$ cat config.mk
export PLATFORM = sky130hd
export DESIGN_NAME = clock_set_ctrl
export DESIGN_NICKNAME = d
export VERILOG_FILES = /design/src/rtl/clock_ctrl_pkg.sv /design/src/rtl/bcd_wrap_inc.sv /design/src/rtl/clock_set_ctrl.sv
export SDC_FILE = /design/constraint.sdc
export NUM_CORES = 1
export LEC_CHECK = 0
export CAP_MARGIN = 40
export CORE_MARGIN = 10
export CORE_UTILIZATION = 50
export DETAILED_ROUTE_END_ITERATION = 10
export GPL_ROUTABILITY_DRIVEN = 0
export GPL_TIMING_DRIVEN = 0
export PLACE_DENSITY = 0.8
export SKIP_CTS_REPAIR_TIMING = 1
export SKIP_LAST_GASP = 1
export SYNTH_ARGS = -nofsm -noshare
export SYNTH_HDL_FRONTEND = slang
export SYNTH_SLANG_ARGS = --single-unit
export TNS_END_PERCENT = 10
$ cat constraint.sdc
create_clock -name clk -period 3.05 [get_ports clk]
set_input_delay 0.4575 -clock clk [delete_from_list [all_inputs] [get_ports clk]]
set_output_delay 0.4575 -clock clk [all_outputs]
set_load 0.03 [all_outputs]
$ cat src/rtl/clock_ctrl_pkg.sv
// Shared types and limits for the clock setting controller.
// Holds the FSM state enum (its code is shown on the display as edit_field),
// the BCD digit type, the two-digit field type and the hour/minute wrap limits.
package clock_ctrl_pkg;

    typedef logic [3:0] bcd_t;

    // Two-digit BCD field: tens digit (shi) and ones digit (ge).
    typedef struct packed {
        bcd_t shi;
        bcd_t ge;
    } bcd2_t;

    typedef enum logic [2:0] {
        ST_RUN      = 3'd0,
        ST_SET_HOUR = 3'd1,
        ST_SET_MIN  = 3'd2,
        ST_SET_SEC  = 3'd3,
        ST_ALM_HOUR = 3'd4,
        ST_ALM_MIN  = 3'd5
    } state_e;

    localparam int unsigned HOUR_MAX = 23;
    localparam int unsigned MIN_MAX  = 59;

    localparam bcd2_t HOUR_MAX_BCD = {4'(HOUR_MAX / 10), 4'(HOUR_MAX % 10)};
    localparam bcd2_t MIN_MAX_BCD  = {4'(MIN_MAX / 10), 4'(MIN_MAX % 10)};

endpackage

$ cat src/rtl/bcd_wrap_inc.sv
// Two-digit BCD increment with wrap to 00 after the given maximum.
// Ports: i_tens/i_ones  value to increment
//        i_max_tens/i_max_ones  largest legal value (wraps to 00 above it)
//        o_tens/o_ones  incremented value (combinational)
module bcd_wrap_inc
    import clock_ctrl_pkg::*;
(
    input  bcd_t i_tens,
    input  bcd_t i_ones,
    input  bcd_t i_max_tens,
    input  bcd_t i_max_ones,
    output bcd_t o_tens,
    output bcd_t o_ones
);

    always_comb begin
        o_tens = i_tens;
        o_ones = i_ones + 4'd1;
        if ((i_tens == i_max_tens) && (i_ones == i_max_ones)) begin
            o_tens = 4'd0;
            o_ones = 4'd0;
        end else if (i_ones == 4'd9) begin
            o_tens = i_tens + 4'd1;
            o_ones = 4'd0;
        end
    end

endmodule

$ cat src/rtl/clock_set_ctrl.sv
// Clock setting / alarm controller for a BCD digital clock.
// Key-driven edit FSM (RUN, SET_HOUR/MIN/SEC, ALM_HOUR/MIN) editing a time
// shadow and an alarm shadow, load strobe to the time counter, alarm enable,
// ring/silence handling with auto-silence timeout, and a 2 Hz edit blink.
// Ports: clk, rst_n (async active-low); key_mode/key_inc/key_ok key pulses;
//        cur_* running BCD time; alarm_n match latch (low = matched);
//        set_time_finish + set_* time load; clock_en + clock_* effective alarm;
//        edit_field state code; blink; buzzer.
// Optional feature macro: CLOCK_SNOOZE_EN (key_inc while ringing snoozes).
module clock_set_ctrl
    import clock_ctrl_pkg::*;
#(
    parameter int unsigned TICKS_PER_SEC = 500000,
    parameter int unsigned RING_SEC      = 30,
    parameter int unsigned SNOOZE_MIN    = 5
) (
    input  logic       clk,
    input  logic       rst_n,
    input  logic       key_mode,
    input  logic       key_inc,
    input  logic       key_ok,
    input  logic [3:0] cur_hour_shi,
    input  logic [3:0] cur_hour_ge,
    input  logic [3:0] cur_min_shi,
    input  logic [3:0] cur_min_ge,
    input  logic [3:0] cur_sec_shi,
    input  logic [3:0] cur_sec_ge,
    input  logic       alarm_n,
    output logic       set_time_finish,
    output logic [3:0] set_hour_shi,
    output logic [3:0] set_hour_ge,
    output logic [3:0] set_min_shi,
    output logic [3:0] set_min_ge,
    output logic [3:0] set_sec_shi,
    output logic [3:0] set_sec_ge,
    output logic       clock_en,
    output logic [3:0] clock_hour_shi,
    output logic [3:0] clock_hour_ge,
    output logic [3:0] clock_min_shi,
    output logic [3:0] clock_min_ge,
    output logic [2:0] edit_field,
    output logic       blink,
    output logic       buzzer
);

    localparam int unsigned BLINK_CYC = (TICKS_PER_SEC / 4 > 0) ? TICKS_PER_SEC / 4 : 1;
    localparam int unsigned BLINK_W   = (BLINK_CYC > 1) ? $clog2(BLINK_CYC) : 1;
    localparam int unsigned RING_CYC  = (RING_SEC * TICKS_PER_SEC > 0) ? RING_SEC * TICKS_PER_SEC : 1;
    localparam int unsigned RING_W    = (RING_CYC > 1) ? $clog2(RING_CYC) : 1;

    if ((SNOOZE_MIN < 1) || (SNOOZE_MIN > 9)) begin : g_snooze_range
        $error("clock_set_ctrl: SNOOZE_MIN must be within 1..9");
    end

    state_e             r_state, w_next;
    bcd2_t              r_sh_hour, r_sh_min, r_sh_sec;
    bcd2_t              r_ash_hour, r_ash_min;
    bcd2_t              r_alm_hour, r_alm_min;
    bcd2_t              r_set_hour, r_set_min, r_set_sec;
    logic               r_finish, r_alm_en, r_silence, r_clock_en, r_buzzer, r_blink;
    logic [BLINK_W-1:0] r_tick;
    logic [RING_W-1:0]  r_ring_cnt;

    logic  w_ok, w_mode, w_inc, w_ringing, w_snooze, w_is_set, w_is_alm;
    logic  w_alm_en_nxt, w_sil_nxt;
    bcd2_t w_fld, w_fld_max, w_fld_inc, w_cur_min;

    // Key priority: ok > mode > inc.
    assign w_ok      = key_ok;
    assign w_mode    = key_mode & ~key_ok;
    assign w_inc     = key_inc & ~key_ok & ~key_mode;
    assign w_ringing = ~alarm_n & r_clock_en;
    assign w_is_set  = (r_state == ST_SET_HOUR) || (r_state == ST_SET_MIN) || (r_state == ST_SET_SEC);
    assign w_is_alm  = (r_state == ST_ALM_HOUR) || (r_state == ST_ALM_MIN);
    assign w_cur_min = {cur_min_shi, cur_min_ge};

    // State register.
    always_ff @(posedge clk or negedge rst_n) begin
        if (!rst_n) r_state <= ST_RUN;
        else        r_state <= w_next;
    end

    // Next-state logic.
    always_comb begin
        w_next = r_state;
        if (w_ok) begin
            w_next = ST_RUN;
        end else if (w_mode) begin
            case (r_state)
                ST_RUN:      w_next = ST_SET_HOUR;
                ST_SET_HOUR: w_next = ST_SET_MIN;
                ST_SET_MIN:  w_next = ST_SET_SEC;
                ST_SET_SEC:  w_next = ST_ALM_HOUR;
                ST_ALM_HOUR: w_next = ST_ALM_MIN;
                default:     w_next = ST_RUN;
            endcase
        end
    end

    // Field under edit and its wrap limit.
    always_comb begin
        w_fld     = r_sh_hour;
        w_fld_max = HOUR_MAX_BCD;
        case (r_state)
            ST_SET_MIN:  begin w_fld = r_sh_min;  w_fld_max = MIN_MAX_BCD; end
            ST_SET_SEC:  begin w_fld = r_sh_sec;  w_fld_max = MIN_MAX_BCD; end
            ST_ALM_HOUR: w_fld = r_ash_hour;
            ST_ALM_MIN:  begin w_fld = r_ash_min; w_fld_max = MIN_MAX_BCD; end
            default:     ;
        endcase
    end

    bcd_wrap_inc u_fld_inc (
        .i_tens     (w_fld.shi),
        .i_ones     (w_fld.ge),
        .i_max_tens (w_fld_max.shi),
        .i_max_ones (w_fld_max.ge),
        .o_tens     (w_fld_inc.shi),
        .o_ones     (w_fld_inc.ge)
    );

    // Alarm enable / silence. Silence is released once the running minute
    // leaves the user alarm minute, so a silenced alarm cannot re-trigger.
    always_comb begin
        w_alm_en_nxt = r_alm_en;
        w_sil_nxt    = r_silence;
        if (r_silence && (w_cur_min != r_alm_min)) w_sil_nxt = 1'b0;
        if (w_ringing && (r_ring_cnt == RING_W'(RING_CYC - 1))) w_sil_nxt = 1'b1;
        if ((r_state == ST_RUN) && w_ringing && (w_ok || w_snooze)) w_sil_nxt = 1'b1;
        if ((r_state == ST_RUN) && w_ok && !w_ringing) w_alm_en_nxt = ~r_alm_en;
        if (w_ok && w_is_alm) begin
            w_alm_en_nxt = 1'b1;
            w_sil_nxt    = 1'b0;
        end
    end

    // Shadows, load outputs, alarm registers and ring status.
    always_ff @(posedge clk or negedge rst_n) begin
        if (!rst_n) begin
            r_sh_hour  <= '0;
            r_sh_min   <= '0;
            r_sh_sec   <= '0;
            r_ash_hour <= '0;
            r_ash_min  <= '0;
            r_alm_hour <= '0;
            r_alm_min  <= '0;
            r_set_hour <= '0;
            r_set_min  <= '0;
            r_set_sec  <= '0;
            r_finish   <= 1'b0;
            r_alm_en   <= 1'b0;
            r_silence  <= 1'b0;
            r_clock_en <= 1'b0;
            r_buzzer   <= 1'b0;
            r_ring_cnt <= '0;
        end else begin
            r_finish <= 1'b0;
            if (w_ok && w_is_set) begin
                r_set_hour <= r_sh_hour;
                r_set_min  <= r_sh_min;
                r_set_sec  <= r_sh_sec;
                r_finish   <= 1'b1;
            end
            if (w_ok && w_is_alm) begin
                r_alm_hour <= r_ash_hour;
                r_alm_min  <= r_ash_min;
            end
            if (w_mode && (r_state == ST_RUN)) begin
                r_sh_hour <= {cur_hour_shi, cur_hour_ge};
                r_sh_min  <= {cur_min_shi, cur_min_ge};
                r_sh_sec  <= {cur_sec_shi, cur_sec_ge};
            end
            if (w_mode && (r_state == ST_SET_SEC)) begin
                r_ash_hour <= r_alm_hour;
                r_ash_min  <= r_alm_min;
            end
            if (w_inc) begin
                case (r_state)
                    ST_SET_HOUR: r_sh_hour  <= w_fld_inc;
                    ST_SET_MIN:  r_sh_min   <= w_fld_inc;
                    ST_SET_SEC:  r_sh_sec   <= w_fld_inc;
                    ST_ALM_HOUR: r_ash_hour <= w_fld_inc;
                    ST_ALM_MIN:  r_ash_min  <= w_fld_inc;
                    default:     ;
                endcase
            end
            r_alm_en   <= w_alm_en_nxt;
            r_silence  <= w_sil_nxt;
            r_clock_en <= w_alm_en_nxt & ~w_sil_nxt;
            r_buzzer   <= w_ringing;
            if (!w_ringing || (r_ring_cnt == RING_W'(RING_CYC - 1))) r_ring_cnt <= '0;
            else                                                    r_ring_cnt <= r_ring_cnt + RING_W'(1);
        end
    end

    // Edit blink; phase restarts on every state change.
    always_ff @(posedge clk or negedge rst_n) begin
        if (!rst_n) begin
            r_tick  <= '0;
            r_blink <= 1'b0;
        end else if ((w_next != r_state) || (r_state == ST_RUN)) begin
            r_tick  <= '0;
            r_blink <= 1'b0;
        end else if (r_tick == BLINK_W'(BLINK_CYC - 1)) begin
            r_tick  <= '0;
            r_blink <= ~r_blink;
        end else begin
            r_tick <= r_tick + BLINK_W'(1);
        end
    end

`ifdef CLOCK_SNOOZE_EN
    bcd2_t      r_eff_hour, r_eff_min;
    bcd2_t      w_sn_hour, w_sn_min, w_sn_hour_inc;
    logic [4:0] w_sn_sum;

    assign w_snooze = w_inc & (r_state == ST_RUN) & w_ringing;

    bcd_wrap_inc u_snooze_hour (
        .i_tens     (r_alm_hour.shi),
        .i_ones     (r_alm_hour.ge),
        .i_max_tens (HOUR_MAX_BCD.shi),
        .i_max_ones (HOUR_MAX_BCD.ge),
        .o_tens     (w_sn_hour_inc.shi),
        .o_ones     (w_sn_hour_inc.ge)
    );

    // User alarm + SNOOZE_MIN minutes, carrying into the hour past :59.
    always_comb begin
        w_sn_sum     = {1'b0, r_alm_min.ge} + 5'(SNOOZE_MIN);
        w_sn_min.shi = r_alm_min.shi;
        w_sn_min.ge  = w_sn_sum[3:0];
        w_sn_hour    = r_alm_hour;
        if (w_sn_sum > 5'd9) begin
            w_sn_min.ge  = 4'(w_sn_sum - 5'd10);
            w_sn_min.shi = r_alm_min.shi + 4'd1;
        end
        if (w_sn_min.shi == (MIN_MAX_BCD.shi + 4'd1)) begin
            w_sn_min.shi = 4'd0;
            w_sn_hour    = w_sn_hour_inc;
        end
    end

    // Effective alarm: snoozed value until the next ring start or commit.
    always_ff @(posedge clk or negedge rst_n) begin
        if (!rst_n) begin
            r_eff_hour <= '0;
            r_eff_min  <= '0;
        end else if (w_ok && w_is_alm) begin
            r_eff_hour <= r_ash_hour;
            r_eff_min  <= r_ash_min;
        end else if (w_snooze) begin
            r_eff_hour <= w_sn_hour;
            r_eff_min  <= w_sn_min;
        end else if (w_ringing && !r_buzzer) begin
            r_eff_hour <= r_alm_hour;
            r_eff_min  <= r_alm_min;
        end
    end

    assign clock_hour_shi = r_eff_hour.shi;
    assign clock_hour_ge  = r_eff_hour.ge;
    assign clock_min_shi  = r_eff_min.shi;
    assign clock_min_ge   = r_eff_min.ge;
`else
    assign w_snooze       = 1'b0;
    assign clock_hour_shi = r_alm_hour.shi;
    assign clock_hour_ge  = r_alm_hour.ge;
    assign clock_min_shi  = r_alm_min.shi;
    assign clock_min_ge   = r_alm_min.ge;
`endif

    assign set_time_finish = r_finish;
    assign set_hour_shi    = r_set_hour.shi;
    assign set_hour_ge     = r_set_hour.ge;
    assign set_min_shi     = r_set_min.shi;
    assign set_min_ge      = r_set_min.ge;
    assign set_sec_shi     = r_set_sec.shi;
    assign set_sec_ge      = r_set_sec.ge;
    assign clock_en        = r_clock_en;
    assign edit_field      = r_state;
    assign blink           = r_blink;
    assign buzzer          = r_buzzer;

endmodule

==> flow_metrics.py <==
metrics = {
    "floorplanning": {
        "core_area_sq_mm": 0.01277,
        "rows": 41,
        "die_w_microns": 134.9,
        "start_util_pct": 51.72,
        "io_pins": 77,
        "die_h_microns": 134.9,
        "die-area_sq_mm": 0.01821,
    },
    "synth": {
        "avgSynthCellArea_sq_um": 10.54,
        "synthCells": 627,
        "synth.net_count": 661,
        "syn_area_sq_mm": 0.006606,
        "async_flop_share_pct": 100.0,
        "synth_edf_count": 0,
        "synth_seq_cells": 130,
        "ys_seq_area_share_pct": 49.24,
        "synthFlopType": "dfrtp_1",
        "ys_warn_count": 0,
        "synth_cell_types": 53,
    },
    "cells_and_area": {
        "final_cell_mix": "dfrtp_1, clkdlybuf4s50_1, mux2_2",
        "area_growth_pct": 27.10,
        "final_common_cell": "dfrtp_1",
        "final_net_count": 763,
        "drive_above_1_share_pct": 21.49,
        "antenna_cells": 0,
        "fillers": 956,
        "design_area_sq_mm": 0.008397,
    },
    "cts": {
        "cts-htree-levels": 4,
        "clock_path_buffers": 2,
        "cts.clk_slew.worst_paths_ps": 60,
        "clk_latency_ps": 420,
        "root_buffer": "clkbuf_16",
        "cts.sinks": 130,
        "cts-buffers-inserted": 17,
        "cts_tree": "yes",
    },
    "sta": {
        "fmax_ghz": 0.3281,
        "fin_crit_sh_pct": 99.92,
        "layout_setup_ws_ps": 2.332,
        "skew_ps": 6.781,
        "drv_slew": 0,
        "rsz0062_at_grt": "true",
        "worst_pin_slew_ps": 921.1,
        "finalHoldViolations": 0,
        "relSlewSlack_pct": 38.12,
        "finalCriticalPeriod_ps": 3048,
        "finalSetupViolCount": 0,
    },
    "setup_path": {
        "slowest_delay_ps": 440,
        "reg2reg_depth": 12,
        "r2r_slack_ps": 2,
        "crit_path_top_delay_cell": "dfrtp_2",
        "r2r_start": "edit_field[0]",
        "reg2reg_to": "r_ash_hour[6]",
        "crit_path_start_kind": "flop",
        "crit_fanout": 10,
        "critical_path_class": "flop to flop",
        "path_cells": "buf_8, buf_6, and3_1, a211oi_1, o22a_2, inv_1, ha_1, and4_1, o211ai_4, o21ai_0, nand2b_4, o31ai_1",
        "arrival_ps": 3340,
        "required_ps": 3340,
        "end_kind": "flop",
    },
    "power": {
        "leakage_nw": 3.626,
        "p_int_mw": 4.036,
        "max-vdd-ir-drop_mv": 0.4921,
        "powerDensity_mw_per_mm2": 715.9,
        "pwr-share-comb_pct": 30.4,
        "pwr-share-clk_pct": 32.6,
        "p_sw_share_pct": 32.86,
        "switching_power_mw": 1.975,
        "sequentialPowerShare_pct": 37.1,
    },
    "min_path": {
        "hold_class": "primary input to async pin",
    },
    "placed_design": {
        "dp_hpwl_microns": 12690,
        "dp_slack_ps": -322.7,
        "port_buffers": 74,
        "place_area_sq_mm": 0.007596,
    },
    "detailed_routing": {
        "firstDrtPassIters": 5,
        "via_count": 5403,
        "via_per_inst": 5.924,
        "drtAntennaViolNets": 0,
        "drc": 0,
        "wire_per_inst_microns": 20.03,
        "drt-total-wl_microns": 18270,
        "drt_iter0_drc": 544,
    },
    "grt": {
        "grt_pass1_vias": 5474,
        "overflow": 0,
        "grt_pass1_wl_microns": 28640,
        "antenna_found_initial": 0,
        "track_usage_pct": 19.74,
        "grt_max_degree": 68,
    },
    "run_status": {
        "status": "complete, no violations",
    },
    "run": {
        "cap_violations": 0,
    },
}
==> layer usage <==
metal | routed length (microns) | vias up | part of all wire (%) | GRT usage, %
met5 | 0 | - | 0 | 0
met4 | 809 | 0 | 4.4 | 9.689
met3 | 1423 | 77 | 7.8 | 5.490
met2 | 8706 | 286 | 48 | 31.27
met1 | 7327 | 2613 | 40 | 24.29
li1 | - | 2427 | - | -
==> cells by family after synthesis <==
| family | synth area share [%] |
|---|---|
| flops | 49.24 |
| xor+xnor | 6.629 |
| buf+inv | 2.746 |
| mux | 14.85 |
| simple gates | 16.88 |
| compound gates | 8.902 |
| fa+ha+maj | 0.7576 |
==> registers in the layout, indices dropped and copies added (netlist names), 3 cells and up <==
name / count
set_min_ge: 4
edit_field: 3
r_sh_min: 8
r_ash_min: 8
clock_hour_ge: 4
set_min_shi: 4
r_sh_sec: 8
clock_min_ge: 4
set_sec_shi: 4
r_ring_cnt: 24
set_sec_ge: 4
clock_min_shi: 4
r_sh_hour: 8
r_tick: 17
r_ash_hour: 8
set_hour_shi: 4
set_hour_ge: 4
clock_hour_shi: 4
==> cell type report <==
class                           count  area (sq um)  share of cell area (%)
Inverter                            7         26.28                  0.3129
Timing Repair Buffer               83         843.3                   10.04
Sequential cell                   130          3256                   38.77
Buffer                             30         190.2                   2.265
Clock inverter                      5         50.05                  0.5960
Multi-Input combinational cell    460          3301                   39.31
Clock buffer                       25         515.5                   6.139
Tap cell                          172         215.2                   2.563
==> worst max-delay path by stage <==
stage | startpoint | end | slack [ps] | depth (start not counted)
2_1_floorplan | edit_field[1] | r_ash_hour[6] | 120 | 12
3_3_place_gp | rst_n | set_min_ge[3] | -3420 | 1
3_5_place_dp | edit_field[0] | r_sh_sec[5] | -320 | 11
4_1_cts | edit_field[0] | r_sh_sec[5] | -370 | 11
5_1_grt | edit_field[1] | r_sh_sec[5] | -80 | 13
6_report | edit_field[0] | r_ash_hour[6] | 2 | 12
==> cell usage after synthesis, types with 9 or more instances <==
cell type  instances  area [sq um]
dfrtp_1          130          3253
mux2_2            72         810.8
nor2_1            69         259.0
nand2_1           64         240.2
xor2_1            31         271.5
nand3_1           26         130.1
o21ai_0           22         110.1
o31ai_1           22         165.2
xnor2_1           19         166.4
mux2i_1           17         170.2
buf_2             13         65.06
a21oi_1           10         50.05
nand4_1           10         62.56
nor3_1            10         50.05
nor2b_1            9         56.30
==> power groups by stage <==
stage | clock network [mW] | logic (mW) | registers, mW
after floorplan | 0 | 0.682 | 2.54
after detailed placement | 0 | 1.69 | 2.25
final | 1.96 | 1.83 | 2.23
after global placement | 0 | 1.65 | 2.24
after global routing | 2.05 | 1.94 | 2.26
after CTS | 1.96 | 1.70 | 2.22
==> through the flow <==
stage,util (%),hold WS (ps),total power [mW],cells,TNS [ps]
after floorplan,-,161.9,3.225,627,0
after global placement,59.20,440.3,3.888,873,-446440
after detailed placement,59.47,464.9,3.942,875,-5319
after CTS,63.89,61.94,5.889,905,-6756
after global routing,65.74,71.83,6.239,912,-576.5
final,65.74,34.06,6.011,912,0
==> critical path, delay by kind of cell (launching register included) <==
family	cells	cell delay (ps)
buffers and inverters	3	380
DFF	1	440
AOI/OAI and AO/OA	5	1230
and+or+nand+nor	3	630
adders and majority gates	1	220
Note: power is estimated with default switching activity, not from simulation.
